$ cat src/rtl/ym_bus_pkg.sv
// ym_bus_pkg: shared state, request type and PSG bus widths for the ym2149 bus master
package ym_bus_pkg;
  localparam int YM_AW = 4;
  localparam int YM_DW = 8;
  typedef enum logic [2:0] {
    YM_IDLE, YM_ADDR_PH, YM_ADDR_GAP, YM_DATA_PH, YM_DATA_GAP, YM_RD_WAIT
  } ym_bus_state_t;
  typedef struct packed {
    logic             rd;
    logic [YM_AW-1:0] addr;
    logic [YM_DW-1:0] data;
  } ym_req_t;
endpackage

$ cat src/rtl/ym_req_fifo.sv
// ym_req_fifo: synchronous request FIFO with occupancy count
module ym_req_fifo
  import ym_bus_pkg::*;
#(
  parameter int DEPTH = 8
) (
  input  logic                   CLK,
  input  logic                   RESET,
  input  logic                   push,
  input  logic                   pop,
  input  ym_req_t                din,
  output ym_req_t                dout,
  output logic                   full,
  output logic                   empty,
  output logic [$clog2(DEPTH):0] level
);
  localparam int AW = $clog2(DEPTH);
  localparam int LW = AW + 1;
  ym_req_t mem [DEPTH];
  logic [AW-1:0] wp, rp;
  assign dout  = mem[rp];
  assign full  = level == LW'(DEPTH);
  assign empty = level == '0;
  always_ff @(posedge CLK) begin
    if (RESET) begin
      wp    <= '0;
      rp    <= '0;
      level <= '0;
    end else begin
      wp    <= wp + AW'(push);
      rp    <= rp + AW'(pop);
      level <= level + LW'(push) - LW'(pop);
    end
  end
  always_ff @(posedge CLK) begin
    if (push) mem[wp] <= din;
  end
endmodule

$ cat src/rtl/ym_bus_master.sv
// ym_bus_master: queues PSG register requests and drives registered BDIR/BC/A8/DO strobes.
// Define YM_ADDR_CACHE_EN to let writes to the last latched register skip the address phase.
module ym_bus_master
  import ym_bus_pkg::*;
#(
  parameter int FIFO_DEPTH  = 8,
  parameter int HOLD_CYCLES = 2,
  parameter int GAP_CYCLES  = 1
) (
  input  logic                        CLK,
  input  logic                        RESET,
  input  logic                        REQ_VALID,
  output logic                        REQ_READY,
  input  logic                        REQ_RD,
  input  logic [YM_AW-1:0]            REQ_ADDR,
  input  logic [YM_DW-1:0]            REQ_DATA,
  output logic                        BDIR,
  output logic                        BC,
  output logic                        A8,
  output logic [YM_DW-1:0]            DO,
  input  logic [YM_DW-1:0]            DI,
  output logic                        RD_VALID,
  output logic [YM_DW-1:0]            RD_DATA,
  output logic                        BUSY,
  output logic [$clog2(FIFO_DEPTH):0] LEVEL
);
  localparam int MAXC = HOLD_CYCLES > GAP_CYCLES ? HOLD_CYCLES : GAP_CYCLES;
  localparam int CW = $clog2(MAXC) + 1;
  localparam logic [CW-1:0] HLD = CW'(HOLD_CYCLES - 1);
  localparam logic [CW-1:0] GP = CW'(GAP_CYCLES - 1);
  ym_bus_state_t state;
  ym_req_t req, head, din;
  logic [CW-1:0] cnt;
  logic empty, full, push, pop, hit;
  assign din       = {REQ_RD, REQ_ADDR, REQ_DATA};
  assign REQ_READY = !full;
  assign push      = REQ_VALID && !full;
  assign pop       = state == YM_IDLE && !empty;
  assign BUSY      = state != YM_IDLE || !empty;
  ym_req_fifo #(.DEPTH(FIFO_DEPTH)) u_fifo (
    .CLK(CLK), .RESET(RESET), .push(push), .pop(pop), .din(din),
    .dout(head), .full(full), .empty(empty), .level(LEVEL)
  );
`ifdef YM_ADDR_CACHE_EN
  logic [YM_AW-1:0] last_addr;
  logic last_ok;
  always_ff @(posedge CLK) begin
    if (RESET) begin
      last_addr <= '0;
      last_ok   <= 1'b0;
    end else if (state == YM_ADDR_PH && cnt == '0) begin
      last_addr <= req.addr;
      last_ok   <= 1'b1;
    end
  end
  assign hit = !head.rd && last_ok && head.addr == last_addr;
`else
  assign hit = 1'b0;
`endif
  always_ff @(posedge CLK) begin
    if (RESET) begin
      state    <= YM_IDLE;
      cnt      <= '0;
      req      <= '0;
      BDIR     <= 1'b0;
      BC       <= 1'b0;
      A8       <= 1'b0;
      DO       <= '0;
      RD_VALID <= 1'b0;
      RD_DATA  <= '0;
    end else begin
      RD_VALID <= 1'b0;
      if (state != YM_IDLE) cnt <= cnt - 1'b1;
      case (state)
        YM_IDLE: if (!empty) begin
          req   <= head;
          BDIR  <= 1'b1;
          A8    <= 1'b1;
          BC    <= !hit;
          DO    <= hit ? head.data : {{(YM_DW-YM_AW){1'b0}}, head.addr};
          cnt   <= HLD;
          state <= hit ? YM_DATA_PH : YM_ADDR_PH;
        end
        YM_ADDR_PH: if (cnt == '0) begin
          state <= YM_ADDR_GAP;
          cnt   <= GP;
          BDIR  <= 1'b0;
          BC    <= 1'b0;
          A8    <= 1'b0;
        end
        YM_ADDR_GAP: if (cnt == '0) begin
          state <= req.rd ? YM_RD_WAIT : YM_DATA_PH;
          cnt   <= HLD;
          BDIR  <= !req.rd;
          A8    <= !req.rd;
          DO    <= req.rd ? DO : req.data;
        end
        YM_DATA_PH: if (cnt == '0) begin
          state <= YM_DATA_GAP;
          cnt   <= GP;
          BDIR  <= 1'b0;
          A8    <= 1'b0;
        end
        YM_DATA_GAP: if (cnt == '0) begin
          state <= YM_IDLE;
          cnt   <= '0;
        end
        YM_RD_WAIT: begin
          RD_DATA  <= DI;
          RD_VALID <= 1'b1;
          state    <= YM_IDLE;
          cnt      <= '0;
        end
        default: state <= YM_IDLE;
      endcase
    end
  end
endmodule

$ cat config.mk
export PLATFORM = sky130hd
export DESIGN_NAME = ym_bus_master
export DESIGN_NICKNAME = d
export VERILOG_FILES = /design/src/rtl/ym_bus_pkg.sv /design/src/rtl/ym_req_fifo.sv /design/src/rtl/ym_bus_master.sv
export SDC_FILE = /design/constraint.sdc
export NUM_CORES = 1
export LEC_CHECK = 0
export ABC_AREA = 1
export ABC_CLOCK_PERIOD_IN_PS = 2100
export CAP_MARGIN = 20
export CORE_ASPECT_RATIO = 1.1
export CORE_MARGIN = 3
export CORE_UTILIZATION = 52
export CTS_BUF_LIST = sky130_fd_sc_hd__clkbuf_8 sky130_fd_sc_hd__clkbuf_16
export DETAILED_ROUTE_END_ITERATION = 10
export PLACE_DENSITY = 0.73
export SYNTH_ARGS = -nofsm -noshare
export SYNTH_HDL_FRONTEND = slang
export SYNTH_SLANG_ARGS = --single-unit
$ cat constraint.sdc
create_clock -name CLK -period 2.1 [get_ports CLK]
set_clock_uncertainty 0.1 [all_clocks]
set_input_delay 0.42 -clock CLK [delete_from_list [all_inputs] [get_ports CLK]]
set_output_delay 0.42 -clock CLK [all_outputs]
set_load 0.03 [all_outputs]
==> flow_metrics.tcl, run 1 <==
set metrics [dict create \
    outcome "finished clean" \
    rr_endpoint "u_fifo.level[1]$_SDFF_PP0_" \
    num_vias 4323 \
    hold_class "flop to flop" \
    finalCritPeriodShare 0.968 \
    path_depth 4 \
    crit_path_max_fanout 3 \
    drc_errors 0 \
    start_kind "flop" \
    final_nets 680 \
    avgSynthCellArea_sq_um 10.3 \
    h-tree-depth 4 \
    grt_pass1_vias 4071 \
    ff_latch_area_sq_um 4000 \
    holdWs_ns 0.362 \
    r2r_cells 9 \
    drv_slew 0 \
    grt_overflow 0 \
    netlist_instances 584 \
    hpwl_um 8580 \
    p_leak_uw 0.00280 \
    antenna_found_initial 0 \
    crit_type "flop to primary output" \
    grt_max_degree 53 \
    ys_warn_count 0 \
    cp_slowest_cell "clkdlybuf4s15_1" \
    num_rows 40 \
    cts_root_buf "clkbuf_16" \
    slowest_delay_ns 0.38 \
    crit_end "REQ_READY" \
    dpl_worst_slack_ns -0.00148 \
    relSlewSlack 0.640 \
    rsz0062_at_grt "yes" \
    synth_nets 619 \
    synthToLayoutAreaGrowth_pct 24.5 \
    end_kind "primary output" \
    multi_input_comb_area_sq_um 1830 \
    n_antenna_cell 0 \
    routabilityCongestion 0.827 \
    power.density_nw_per_um2 1380 \
    drt_iter0_drc 446 \
    finalSetupViolations 0 \
    r2r_start "state[2]$_SDFFE_PP0P_" \
    fmax_ghz 0.492 \
    die_y_um 119 \
    synth_cell_types 30 \
    routed_wl_um 13100 \
    cts_tree "yes" \
    grt_first_pass_wirelength_um 20600 \
    period_needed_ns 2.03 \
    cp.buffers_inverters 2 \
    vdd_ir_drop_max_mv 0.626 \
    critical_path_arrival_ns 1.51 \
    dr.pass1.iters 5 \
    start_util 0.541 \
    io-pin-count 50 \
    fp.coreArea_sq_um 11100 \
    nFillCells 803 \
    hold_buffers 0 \
    maxCapViolCount 0 \
    insertion_delay_ns 0.42 \
    numCtsBuffers 17 \
    drive_above_1_share 0.135 \
    cts.path.max_buffers 2 \
    via_per_inst 5.37 \
    seq_area_frac_synth 0.663 \
    worst_slack_ns 0.0677 \
    clock-sinks 147 \
    path_cells "inv_4 > ha_1 > nand3_1 > clkdlybuf4s15_1" \
    die_width_um 109 \
    p_total_uw 10300 \
    grt_usage 0.212 \
    wl_per_cell_um 16.3 \
    crit_start "u_fifo.level[2]$_SDFF_PP0_" \
    required_ns 1.58 \
    io_buffers 49 \
    tightest_slew_ns 0.539 \
    fin_setup_tns_ns 0 \
    crit_family "buffers and inverters" \
    hold_violations 0 \
    clk_pin_slew_ns 0.06 \
    ant_nets 0 \
    rrSetupSlack_ns 0.08 \
    fp.dieArea_sq_um 12900 \
    synth_area_sq_um 6010 \
    ys_ff_latch 147 \
]
## routing by layer
layer | vias to the layer above | GRT usage | wire (um)
li1 | 2097 | - | -
met1 | 2031 | 0.273 | 5480
met2 | 180 | 0.342 | 6580
met3 | 15 | 0.0579 | 908
met4 | 0 | 0.0773 | 144
met5 | - | 0 | 0
## registers in the layout (all words and copies together), names as in the netlist
signal        count
A8                1
BC                1
DO                8
RD_DATA           8
RD_VALID          1
cnt               2
req               9
state             3
u_fifo.level      4
u_fifo.mem      104
u_fifo.rp         3
u_fifo.wp         3
## layout make-up
| class | count | area share |
|---|---|---|
| timing repair buffer | 68 | 0.0990 |
| sequential | 147 | 0.534 |
| multi-input combinational | 377 | 0.245 |
| inverter | 34 | 0.0177 |
| clock inverter | 11 | 0.00920 |
| clock buffer | 21 | 0.0702 |
| tap | 147 | 0.0246 |
## placed cells by master, fill, tap and decap left out, types with 4 or more instances in the layout
cell and count:
nor2_1 108, edfxtp_1 104, nand2_1 99, nand3_1 51, o21ai_0 49, clkdlybuf4s50_1 47
dfxtp_1 38, a21oi_1 27, inv_1 26, clkbuf_16 21, nor2_2 11, buf_4 10
buf_12 9, inv_2 7, ha_1 7, inv_4 5, nand2_2 4
## worst min path at each step
stage	startpoint	to	slack, ns	cells past startpoint
final	req[6]$_SDFFE_PP0P_	DO[6]$_SDFFE_PP0P_	0.36	2
after global routing	DO[6]$_SDFFE_PP0P_	DO[6]$_SDFFE_PP0P_	0.39	2
after CTS	DO[4]$_SDFFE_PP0P_	DO[4]$_SDFFE_PP0P_	0.36	2
after detailed placement	DO[4]$_SDFFE_PP0P_	DO[4]$_SDFFE_PP0P_	0.35	2
after global placement	req[3]$_SDFFE_PP0P_	req[3]$_SDFFE_PP0P_	0.35	2
after floorplan	req[4]$_SDFFE_PP0P_	DO[4]$_SDFFE_PP0P_	0.34	2
## synthesized netlist by cell type
master,number,area [sq um]
buf_1,1,3.75
nand3_1,51,255
nand2_1,100,375
inv_1,30,113
nor2_2,3,18.8
o21ai_1,3,15.0
or2_1,1,6.26
o21ai_0,49,245
a21oi_2,1,8.76
inv_2,3,11.3
nor2_4,2,22.5
buf_6,2,22.5
o211ai_1,1,7.51
nand3_2,1,10.0
a21oi_1,27,135
ha_1,10,125
clkbuf_1,12,45.0
and2_1,1,6.26
nand2_2,3,18.8
xnor2_1,3,26.3
clkbuf_8,1,13.8
edfxtp_1,104,3120
dfxtp_1,43,861
clkinv_1,1,3.75
nor3_4,1,16.3
buf_4,1,7.51
fa_1,1,20.0
nor2_1,117,439
nor3_1,2,10.0
buf_2,9,45.0
## stage by stage
step,cells,utilization,instance area [sq um]
2_1_floorplan,584,-,6080
3_3_place_gp,773,0.619,6880
3_5_place_dp,773,0.619,6880
4_1_cts,805,0.672,7470
5_1_grt,805,0.673,7480
6_report,805,0.673,7480
## timing repair
item	CTS	global route
pin swaps	0	4
buffers inserted	0	0
resized for setup	4	7
setup endpoints to repair	2	4
## where the power goes
part / internal [uW] / leakage, uW / switching (uW)
combinational: 1320 / 0.00120 / 2420
sequential: 3490 / 0.00130 / 195
clock: 1790 / 0.000300 / 1120
## worst min-delay path, stage by stage, from the launching register on
cell and delay (ns):
dfxtp_1 0.31, nand2_1 0.06, a21oi_1 0.05
## logic make-up (layout without fill, tap and decap cells)
group,count (synthesis),after routing,share of synthesized area
and+or+nand+nor,282,282,0.196
DFF,147,147,0.663
AOI/OAI and AO/OA,81,81,0.0685
buffers and inverters,60,134,0.0441
adders and majority gates,11,11,0.0241
xor gates and xnor gates,3,3,0.00437
Power figures use the tool's default switching activity.
==> run 2: changes to the inputs <==
--- a/config.mk
+++ b/config.mk
@@ -6,14 +6,15 @@
 export NUM_CORES = 1
 export LEC_CHECK = 0
 export ABC_AREA = 1
-export ABC_CLOCK_PERIOD_IN_PS = 2100
+export ABC_CLOCK_PERIOD_IN_PS = 2400
 export CAP_MARGIN = 20
 export CORE_ASPECT_RATIO = 1.1
 export CORE_MARGIN = 3
-export CORE_UTILIZATION = 52
+export CORE_UTILIZATION = 55
 export CTS_BUF_LIST = sky130_fd_sc_hd__clkbuf_8 sky130_fd_sc_hd__clkbuf_16
 export DETAILED_ROUTE_END_ITERATION = 10
 export PLACE_DENSITY = 0.73
 export SYNTH_ARGS = -nofsm -noshare
 export SYNTH_HDL_FRONTEND = slang
+export SYNTH_HIERARCHICAL = 1
 export SYNTH_SLANG_ARGS = --single-unit
==> constraint.sdc (replaced) <==
create_clock -name CLK -period 2.4 [get_ports CLK]
set_clock_uncertainty 0.1 [all_clocks]
set_input_delay 0.48 -clock CLK [delete_from_list [all_inputs] [get_ports CLK]]
set_output_delay 0.48 -clock CLK [all_outputs]
set_load 0.05 [all_outputs]
==> run 2 against run 1 <==
Sequential share of layout area shrank 2.7 points. Sequential power shrank 13%. Synthesized area grew 11%. Clock-buffer cell count shrank 4. Worst setup slack gained 0.032 ns. Register-to-register slack gained 0.13 ns. Synthesized cell count grew 23%. Final cell count grew 17%. Routed wire length grew 2.4%. Combinational power shrank 18%. Non-clock buffer count shrank 1. Final area grew 5.3%. Highest routed layer unchanged.
==> flow_metrics.tcl, run 2 <==
set metrics [dict create \
    outcome "finished clean" \
    synth_edf_count 104 \
    fin_cells 941 \
    async_flop_share 0 \
    start_kind "flop" \
    top_register "u_fifo/mem" \
    layout_common_cells "nand2_1, inv_1, edfxtp_1" \
    die_y_um 121 \
    synth_area_sq_um 6660 \
    rsz0062_at_grt "no" \
    ant_nets 0 \
    netlist_top_cells_count "nand2_1, inv_1, edfxtp_1" \
    critical_path_arrival_ns 1.72 \
    hold_buffers 0 \
    end_kind "primary output" \
    dpl-instance-area_sq_um 7280 \
    synth_cell_types 33 \
    numCtsBuffers 17 \
    num_vias 4684 \
    top_regs "u_fifo/mem x104, req x9" \
    drv_slew 0 \
    via_per_inst 4.98 \
    routed_wl_um 13400 \
    slowest_delay_ns 0.85 \
    synth_top_area_share 0.469 \
    final_nets 814 \
    required_ns 1.82 \
    antenna_found_initial 0 \
    hold_start "RD_DATA[1]$_SDFFE_PP0P_" \
    io_buffers 49 \
    avgSynthCellArea_sq_um 9.24 \
    p_switching_uw 3200 \
    design_area_sq_um 7870 \
    finalCritPeriodShare 0.959 \
    synth.most_common_cell "nand2_1" \
    p_int_uw 5710 \
    holdWs_ns 0.342 \
    cts_resized 0 \
    final_util 0.676 \
    synthToLayoutAreaGrowth_pct 18.2 \
    fmax_ghz 0.435 \
    path_cells "clkdlybuf4s50_1" \
    netlist_instances 721 \
    drc_errors 0 \
    synth.largest_area_cell "edfxtp_1" \
    fp.dieArea_sq_um 13500 \
    hpwl_um 9060 \
    hold_class "flop to flop" \
    p_leak_uw 0.00348 \
    power_frac_clock 0.296 \
    h-tree-depth 4 \
    ys_ff_latch 147 \
    fp.coreArea_sq_um 11600 \
    relSlewSlack 0.556 \
    clock-sinks 147 \
    rr_endpoint "u_fifo/level[1]$_SDFF_PP0_" \
    crit_family "buffers and inverters" \
    mostFrequentLayoutCell "nand2_1" \
    io-pin-count 50 \
    dr.pass1.iters 5 \
    holdPathStages 2 \
    start_util 0.572 \
    clk_pin_slew_ns 0.06 \
    grt_max_degree 53 \
    die_width_um 111 \
    cts_tree "yes" \
    seq_area_frac_synth 0.598 \
    period_needed_ns 2.30 \
    maxCapViolCount 0 \
    holdPathEnd "RD_DATA[1]$_SDFFE_PP0P_" \
    ys.flop_type "edfxtp_1" \
    placed_cells_incl_taps 909 \
    grt_overflow 0 \
    grt_pass1_vias 4381 \
    vdd_ir_drop_max_mv 0.713 \
    hold_violations 0 \
    routabilityCongestion 0.814 \
    r2r_cells 12 \
    power.density_nw_per_um2 1130 \
    num_rows 41 \
    synth_area_leaders "edfxtp_1, dfxtp_1, nand2_1, inv_1, nand3_1" \
    crit_type "flop to primary output" \
    crit_path_max_fanout 5 \
    largest_reg_flops 104 \
    fin_setup_tns_ns 0 \
    grt_usage 0.208 \
    pwr-share-seq 0.361 \
    cts_root_buf "clkbuf_16" \
    wl_per_cell_um 14.3 \
    nFillCells 903 \
    r2r_start "u_fifo/level[2]$_SDFF_PP0_" \
    cp.buffers_inverters 1 \
    cts.path.max_buffers 2 \
    rrSetupSlack_ns 0.21 \
    p_sw_frac 0.359 \
    finalSetupViolations 0 \
    drt_iter0_drc 345 \
    pwr-share-comb 0.343 \
    ys_warn_count 6 \
    synth_nets 757 \
    n_antenna_cell 0 \
    grt_first_pass_wirelength_um 21800 \
    tightest_slew_ns 0.665 \
    post-cts-setup-buffers 0 \
    insertion_delay_ns 0.43 \
    cp_slowest_cell "clkdlybuf4s50_1" \
    drive_above_1_share 0.107 \
]
[run 2: how the worst max path moves through the flow]
stage	from	cells after the start	end	slack, ns
floorplan	u_fifo/level[2]$_SDFF_PP0_	13	u_fifo/level[1]$_SDFF_PP0_	0.02
global placement	u_fifo/level[2]$_SDFF_PP0_	12	u_fifo/level[1]$_SDFF_PP0_	0.23
detailed placement	u_fifo/level[2]$_SDFF_PP0_	12	u_fifo/level[1]$_SDFF_PP0_	0.21
CTS	u_fifo/level[1]$_SDFF_PP0_	1	LEVEL[1]	0.09
global route	u_fifo/level[1]$_SDFF_PP0_	1	LEVEL[1]	0.05
finish	u_fifo/level[1]$_SDFF_PP0_	1	LEVEL[1]	0.1
[run 2: cell families (layout without fill, tap and decap cells)]
| kind of cell | after synthesis | in the layout | share of synthesized area |
|---|---|---|---|
| xor gates and xnor gates | 3 | 3 | 0.00394 |
| AOI/OAI and AO/OA | 61 | 61 | 0.0496 |
| adders and majority gates | 12 | 12 | 0.0237 |
| and+or+nand+nor | 312 | 312 | 0.203 |
| buffers and inverters | 186 | 256 | 0.122 |
| DFF | 147 | 147 | 0.598 |
[run 2: per-layer routing]
layer	GRT usage	vias to the layer above	wire length (um)
li1	-	2368	-
met1	0.269	2167	5950
met2	0.346	131	6530
met3	0.0464	18	736
met4	0.0801	0	204
met5	0	-	0
[run 2: stage by stage]
stage	worst slack, ns	total power [uW]
floorplan	0.0243	5650
global placement	0.233	6210
detailed placement	0.213	6300
CTS	0.0863	8950
global route	0.0478	9460
finish	0.0993	8900
[run 2: final cells by class]
class | count | area, sq um | share of cell area
clock inverters | 15 | 165 | 0.0210
well taps | 150 | 188 | 0.0238
multi-input cells | 388 | 1880 | 0.239
repair buffers | 67 | 621 | 0.0788
flip-flops and latches | 147 | 3990 | 0.507
clock buffers | 17 | 425 | 0.0540
inverters | 157 | 599 | 0.0761
[run 2: power groups by stage]
stage / Sequential (uW) / Combinational [uW] / Clock [uW]
floorplan: 3500 / 2150 / 0
global placement: 3260 / 2960 / 0
detailed placement: 3270 / 3030 / 0
CTS: 3220 / 3060 / 2670
global route: 3250 / 3410 / 2790
finish: 3220 / 3050 / 2630
